`config.mk`:
```
export PLATFORM = sky130hd
export DESIGN_NAME = plab4_net_domain_demux
export DESIGN_NICKNAME = d
export VERILOG_FILES = /design/src/rtl/plab4_net_domain_demux_pkg.sv /design/src/rtl/plab4_net_domain_demux_buf.sv /design/src/rtl/plab4_net_domain_demux.sv
export SDC_FILE = /design/constraint.sdc
export NUM_CORES = 1
export LEC_CHECK = 0
export CORE_ASPECT_RATIO = 1.2
export CORE_MARGIN = 3
export CORE_UTILIZATION = 55
export CTS_BUF_LIST = sky130_fd_sc_hd__clkbuf_4 sky130_fd_sc_hd__clkbuf_8
export CTS_CLUSTER_DIAMETER = 200
export CTS_CLUSTER_SIZE = 20
export DETAILED_ROUTE_END_ITERATION = 12
export MAX_ROUTING_LAYER = met4
export PLACE_DENSITY = 0.83
export SYNTH_ARGS = -nofsm -noshare
export SYNTH_HDL_FRONTEND = slang
export SYNTH_SLANG_ARGS = --single-unit
```
`constraint.sdc`:
```
create_clock -name clk -period 2.2 [get_ports clk]
set_input_delay 0.44 -clock clk [delete_from_list [all_inputs] [get_ports clk]]
set_output_delay 0.44 -clock clk [all_outputs]
set_load 0.05 [all_outputs]
```
`src/rtl/plab4_net_domain_demux_pkg.sv`:
```
// Shared definitions for the two-domain link demux: net-message width macros,
// the domain-tag bit position, domain enum and counter constants.
`ifndef VC_NET_MSG_NBITS
`define VC_NET_MSG_NBITS(p_, o_, s_) ((p_) + (o_) + 2 * (s_))
`endif

`ifndef PLAB4_NET_DOMAIN_TAG_BIT
`define PLAB4_NET_DOMAIN_TAG_BIT(p_, o_, s_) `VC_NET_MSG_NBITS(p_, o_, s_)
`endif

package plab4_net_domain_demux_pkg;

  typedef enum logic {
    DOM_D0 = 1'b0,
    DOM_D1 = 1'b1
  } dom_e;

  localparam int unsigned CNT_NBITS = 8;
  localparam logic [CNT_NBITS-1:0] CNT_MAX = '1;

  // A depth-1 buffer still needs a 1-bit pointer to keep the index legal.
  function automatic int unsigned ptr_nbits(input int unsigned depth);
    return (depth > 1) ? $clog2(depth) : 1;
  endfunction

endpackage

```
`src/rtl/plab4_net_domain_demux_buf.sv`:
```
// Per-domain FIFO with occupancy output. PLAB4_NET_DOMAIN_DEMUX_BYPASS_EN adds
// a combinational pass-through when the buffer is empty.
module plab4_net_DomainDemuxBuf
  import plab4_net_domain_demux_pkg::*;
#(
  parameter  int unsigned p_msg_nbits = 41,
  parameter  int unsigned p_num_msgs  = 2,
  localparam int unsigned c_occ_nbits = $clog2(p_num_msgs + 1)
)(
  input  logic                   clk,
  input  logic                   reset,
  input  logic                   enq_val,
  output logic                   enq_rdy,
  input  logic [p_msg_nbits-1:0] enq_msg,
  output logic                   deq_val,
  input  logic                   deq_rdy,
  output logic [p_msg_nbits-1:0] deq_msg,
  output logic [c_occ_nbits-1:0] occ
);

  localparam int unsigned c_ptr_nbits = ptr_nbits(p_num_msgs);
  localparam logic [c_ptr_nbits-1:0] c_last_ptr = c_ptr_nbits'(p_num_msgs - 1);
  localparam logic [c_occ_nbits-1:0] c_full_occ = c_occ_nbits'(p_num_msgs);

  logic [p_msg_nbits-1:0] mem_q [p_num_msgs];
  logic [p_msg_nbits-1:0] mem_d [p_num_msgs];
  logic [c_ptr_nbits-1:0] rd_ptr_q, rd_ptr_d;
  logic [c_ptr_nbits-1:0] wr_ptr_q, wr_ptr_d;
  logic [c_occ_nbits-1:0] occ_q, occ_d;

  logic empty;
  logic bypass;
  logic do_enq;
  logic do_deq;

  function automatic logic [c_ptr_nbits-1:0] ptr_inc(input logic [c_ptr_nbits-1:0] p);
    return (p == c_last_ptr) ? '0 : p + 1'b1;
  endfunction

  always_comb begin
    empty   = (occ_q == '0);
    // Acceptance looks only at occupancy: a full buffer never takes a message
    // even if its head leaves in the same cycle.
    enq_rdy = (occ_q < c_full_occ);
`ifdef PLAB4_NET_DOMAIN_DEMUX_BYPASS_EN
    bypass  = empty && enq_val && deq_rdy;
    deq_val = !empty || enq_val;
    deq_msg = empty ? enq_msg : mem_q[rd_ptr_q];
`else
    bypass  = 1'b0;
    deq_val = !empty;
    deq_msg = mem_q[rd_ptr_q];
`endif
    do_enq  = enq_val && enq_rdy && !bypass;
    do_deq  = !empty && deq_rdy;
  end

  always_comb begin
    mem_d    = mem_q;
    wr_ptr_d = wr_ptr_q;
    rd_ptr_d = rd_ptr_q;
    occ_d    = occ_q;
    if (do_enq) begin
      mem_d[wr_ptr_q] = enq_msg;
      wr_ptr_d        = ptr_inc(wr_ptr_q);
    end
    if (do_deq) begin
      rd_ptr_d = ptr_inc(rd_ptr_q);
    end
    case ({do_enq, do_deq})
      2'b10:   occ_d = occ_q + 1'b1;
      2'b01:   occ_d = occ_q - 1'b1;
      default: occ_d = occ_q;
    endcase
  end

  always_ff @(posedge clk or negedge reset) begin
    if (!reset) begin
      for (int unsigned i = 0; i < p_num_msgs; i++) begin
        mem_q[i] <= '0;
      end
      wr_ptr_q <= '0;
      rd_ptr_q <= '0;
      occ_q    <= '0;
    end else begin
      mem_q    <= mem_d;
      wr_ptr_q <= wr_ptr_d;
      rd_ptr_q <= rd_ptr_d;
      occ_q    <= occ_d;
    end
  end

  assign occ = occ_q;

endmodule

```
`src/rtl/plab4_net_domain_demux.sv`:
```
// Splits one domain-tagged link into two untagged per-domain val/rdy streams
// with independent buffers and saturating delivery counters.
// Optional: PLAB4_NET_DOMAIN_DEMUX_BYPASS_EN enables empty-buffer pass-through.
module plab4_net_domain_demux
  import plab4_net_domain_demux_pkg::*;
#(
  parameter  int unsigned p_payload_nbits = 32,
  parameter  int unsigned p_opaque_nbits  = 3,
  parameter  int unsigned p_srcdest_nbits = 3,
  parameter  int unsigned p_num_msgs      = 2,
  localparam int unsigned c_net_msg_nbits =
    `VC_NET_MSG_NBITS(p_payload_nbits, p_opaque_nbits, p_srcdest_nbits),
  localparam int unsigned c_occ_nbits     = $clog2(p_num_msgs + 1)
)(
  input  logic                       clk,
  input  logic                       reset,

  input  logic                       in_val,
  output logic                       in_rdy,
  input  logic [c_net_msg_nbits:0]   in_msg,

  output logic                       out_val_d0,
  input  logic                       out_rdy_d0,
  output logic [c_net_msg_nbits-1:0] out_msg_d0,

  output logic                       out_val_d1,
  input  logic                       out_rdy_d1,
  output logic [c_net_msg_nbits-1:0] out_msg_d1,

  output logic [CNT_NBITS-1:0]       count_d0,
  output logic [CNT_NBITS-1:0]       count_d1,
  output logic [c_occ_nbits-1:0]     occ_d0,
  output logic [c_occ_nbits-1:0]     occ_d1
);

  localparam int unsigned c_tag_bit =
    `PLAB4_NET_DOMAIN_TAG_BIT(p_payload_nbits, p_opaque_nbits, p_srcdest_nbits);

  dom_e                       tag;
  logic [c_net_msg_nbits-1:0] msg;
  logic                       enq_val_d0, enq_val_d1;
  logic                       enq_rdy_d0, enq_rdy_d1;
  logic                       fire_d0, fire_d1;

  logic [CNT_NBITS-1:0] count_d0_q, count_d0_d;
  logic [CNT_NBITS-1:0] count_d1_q, count_d1_d;

  always_comb begin
    tag        = dom_e'(in_msg[c_tag_bit]);
    msg        = in_msg[c_net_msg_nbits-1:0];
    enq_val_d0 = in_val && (tag == DOM_D0);
    enq_val_d1 = in_val && (tag == DOM_D1);
    in_rdy     = (tag == DOM_D1) ? enq_rdy_d1 : enq_rdy_d0;
  end

  plab4_net_DomainDemuxBuf #(
    .p_msg_nbits (c_net_msg_nbits),
    .p_num_msgs  (p_num_msgs)
  ) buf_d0 (
    .clk     (clk),
    .reset   (reset),
    .enq_val (enq_val_d0),
    .enq_rdy (enq_rdy_d0),
    .enq_msg (msg),
    .deq_val (out_val_d0),
    .deq_rdy (out_rdy_d0),
    .deq_msg (out_msg_d0),
    .occ     (occ_d0)
  );

  plab4_net_DomainDemuxBuf #(
    .p_msg_nbits (c_net_msg_nbits),
    .p_num_msgs  (p_num_msgs)
  ) buf_d1 (
    .clk     (clk),
    .reset   (reset),
    .enq_val (enq_val_d1),
    .enq_rdy (enq_rdy_d1),
    .enq_msg (msg),
    .deq_val (out_val_d1),
    .deq_rdy (out_rdy_d1),
    .deq_msg (out_msg_d1),
    .occ     (occ_d1)
  );

  always_comb begin
    fire_d0    = out_val_d0 && out_rdy_d0;
    fire_d1    = out_val_d1 && out_rdy_d1;
    count_d0_d = count_d0_q;
    count_d1_d = count_d1_q;
    if (fire_d0 && (count_d0_q != CNT_MAX)) begin
      count_d0_d = count_d0_q + 1'b1;
    end
    if (fire_d1 && (count_d1_q != CNT_MAX)) begin
      count_d1_d = count_d1_q + 1'b1;
    end
  end

  always_ff @(posedge clk or negedge reset) begin
    if (!reset) begin
      count_d0_q <= '0;
      count_d1_q <= '0;
    end else begin
      count_d0_q <= count_d0_d;
      count_d1_q <= count_d1_d;
    end
  end

  assign count_d0 = count_d0_q;
  assign count_d1 = count_d1_q;

endmodule

```
==> results.toml <==
[run_status]
status = "complete, no violations"

[yosys]
ys_seq_area_share_pct = 54.4
synth_cells = 548
synthArstFlopShare_pct = 100
synthFlopType = "dfrtp_1"
ys_seq_elements = 188
syn_area_per_cell_sq_um = 15.8
synth_common_cells = "dfrtp_1, mux2_2, mux2_4"
synth_edf_count = 0
ys_warn_count = 0
ys_types = 36
yosys.cell_count.top_type = "dfrtp_1"
syn_nets = 599
syn-cell-area_sq_um = 8640
synth_top_cell_by_area = "dfrtp_1"
synthTopCellsByArea = "dfrtp_1, mux2_2, mux2_4"
synth_top_area_share_pct = 54.4

[cells_and_area]
antenna_cells = 0
stdcell_count = 934
final_area_sq_um = 10800
area_delta_synth_final_pct = 25.2
layout-drive-gt1-share_pct = 54.8
nNetsFinal = 769

[routing]
dr_wl_met3_um = 751
routed_wl_um = 18100
avgRoutedWirePerCell_um = 19.4
drc = 0
drtIter0Drc = 194
vias_per_cell = 5.45
highest_layer = "met4"
wl_met1_um = 7640
num_vias = 5086
ant_nets = 0
drt_pre_antenna_iters = 4
wl_met2_um = 9510

[timing]
worst_pin_slew_ns = 0.539
worst_slack_ns = 0.0586
fmax_ghz = 0.467
fin_hold_ws_ns = 0.382
slew_headroom_pct = 64.2
finalSetupViolations = 0
rsz0062_at_grt = "true"
layout_min_cycle_time_ns = 2.14
period_share_pct = 97.3
fin_skew_ns = 0.0137
hold_viol_final = 0
slew_viol_final = 0

[cts]
cts_tree = "built"
cts.sinks = 188
h-tree-depth = 4
path_clk_slew_ns = 0.10
cts_made_buffers = 17
root_buffer = "clkbuf_8"
clk_latency_ns = 0.47
clk_path_buf_depth = 2

[setup_path]
rrSetupSlack_ns = 0.37
slowest_stage = "dfrtp_4"
startpoint = "buf_d0.rd_ptr_q"
startpoint_type = "register"
crit_cells = 3
r2r-start = "buf_d0.occ[0]"
critPathArrivalTime_ns = 1.70
crit_path_end_kind = "output port"
path_buf_inv = 2
regToRegEndpoint = "buf_d0.occ[1]"
path_class = "register to output port"
worstPathMaxFanout = 19
rr_worst_depth = 5
crit_required_ns = 1.76
path_cells = "buf_12 -> mux2_2 -> buf_6"
crit_path_max_incr_delay_ns = 0.49
crit_family = "flip-flops"

[grt]
grt_use_total_pct = 22.4
antenna_found_initial = 0
grt_max_degree = 83
grt_pass1_wl_um = 29500
grt_pass1_vias = 5565
grt_overflow = 0

[place]
numPortBuffers = 151
place_ws_ns = -0.0847
placed_cells = 899
gp_congestion = 0.802
dp_hpwl_um = 12600
dpl-instance-area_sq_um = 10300

[die]
die_w_um = 120
core_sq_um = 15200
io_pins = 152
dieHeight_um = 143
initial_core_util_pct = 56.8
die_area_sq_um = 17300
num_rows = 49

[hold_path]
min_path_type = "input pin to async pin"

[flow_run]
cap_violations = 0
area by class of cell:
cell class | count | area [sq um]
Clock buffer | 20 | 269
Clock inverter | 11 | 169
Fill cell | 1065 | 4380
Inverter | 6 | 22.5
Multi-Input combinational cell | 327 | 3660
Sequential cell | 188 | 4710
Tap cell | 204 | 255
Timing Repair Buffer | 178 | 1730
cell usage in the layout, fill, tap and decap left out, types with 2 or more instances in the layout:
master,instances
clkbuf_8,19
xnor2_1,12
nor2b_1,2
nor2_8,2
o21ai_1,2
nand3_1,5
a21oi_1,4
clkinvlp_4,4
nor2_1,8
buf_12,12
xor2_1,2
nand4_1,2
or2_2,2
dlymetal6s2s_1,7
ha_1,4
nand2_1,9
dfrtp_1,186
bufinv_16,4
and3_1,2
nor3_1,2
o21ai_0,2
mux2i_1,3
dlygate4sd2_1,13
buf_4,78
clkinv_2,2
mux2_4,80
inv_1,6
buf_6,20
mux2_2,172
clkdlybuf4s50_1,47
registers in the layout (all words and copies together), names as in the netlist:
name,flops
buf_d0.mem_q,82
buf_d1.rd_ptr_q,1
buf_d1.occ,2
buf_d1.mem_q,82
buf_d0.rd_ptr_q,1
count_d1,8
buf_d0.occ,2
buf_d0.wr_ptr_q,1
buf_d1.wr_ptr_q,1
count_d0,8
metrics by stage:
stage	TNS, ns	utilization [%]
after floorplan	0	-
after global placement	-2.27	67.6
after detailed placement	-4.03	67.6
after CTS	-0.00863	70.6
after global routing	-0.00873	71.2
final	0	71.2
how the worst max path moves through the flow:
| stage | endpoint | slack, ns |
|---|---|---|
| after floorplan | in_rdy | 0.26 |
| after global placement | buf_d0.mem_q[37] | -0.05 |
| after detailed placement | buf_d0.mem_q[55] | -0.08 |
| after CTS | out_msg_d1[0] | -0.005 |
| after global routing | out_msg_d0[40] | -0.006 |
| final | out_msg_d0[40] | 0.06 |
worst register-to-register path, cell delays in order (launching register included):
cell and delay (ns):
dfrtp_1 0.47, o21ai_0 0.40, inv_1 0.21, ha_1 0.38
nor2_1 0.16, xor2_1 0.16
layer usage:
metal | track usage (%) | vias to the layer above
li1 | - | 2291
met1 | 28.7 | 2629
met2 | 37.0 | 146
met3 | 4.25 | 20
met4 | 6.21 | 0
met5 | - | -
cell families (layout without fill, tap and decap cells):
kind of cell / count (synthesis) / after routing / share of synthesized area, %
multiplexers: 255 / 255 / 36.7
flip-flops: 188 / 188 / 54.4
buffers and inverters: 33 / 215 / 3.26
AND/OR/NAND/NOR: 42 / 42 / 2.84
adder cells (fa/ha/maj): 4 / 4 / 0.579
AO/OA/AOI/OAI: 12 / 12 / 0.811
XOR/XNOR: 14 / 14 / 1.42
repair_timing:
action | 4_1_cts | 5_1_grt
gates resized for setup | 14 | 26
setup endpoints to repair | 47 | 65
hold endpoints to repair | 18 | 0
buffers inserted | 3 | 0
hold buffers | 1 | 0
cloned | 0 | 0
Power is not shown: default switching activity piles up to over one toggle a cycle in this logic, so the estimate is an artifact.
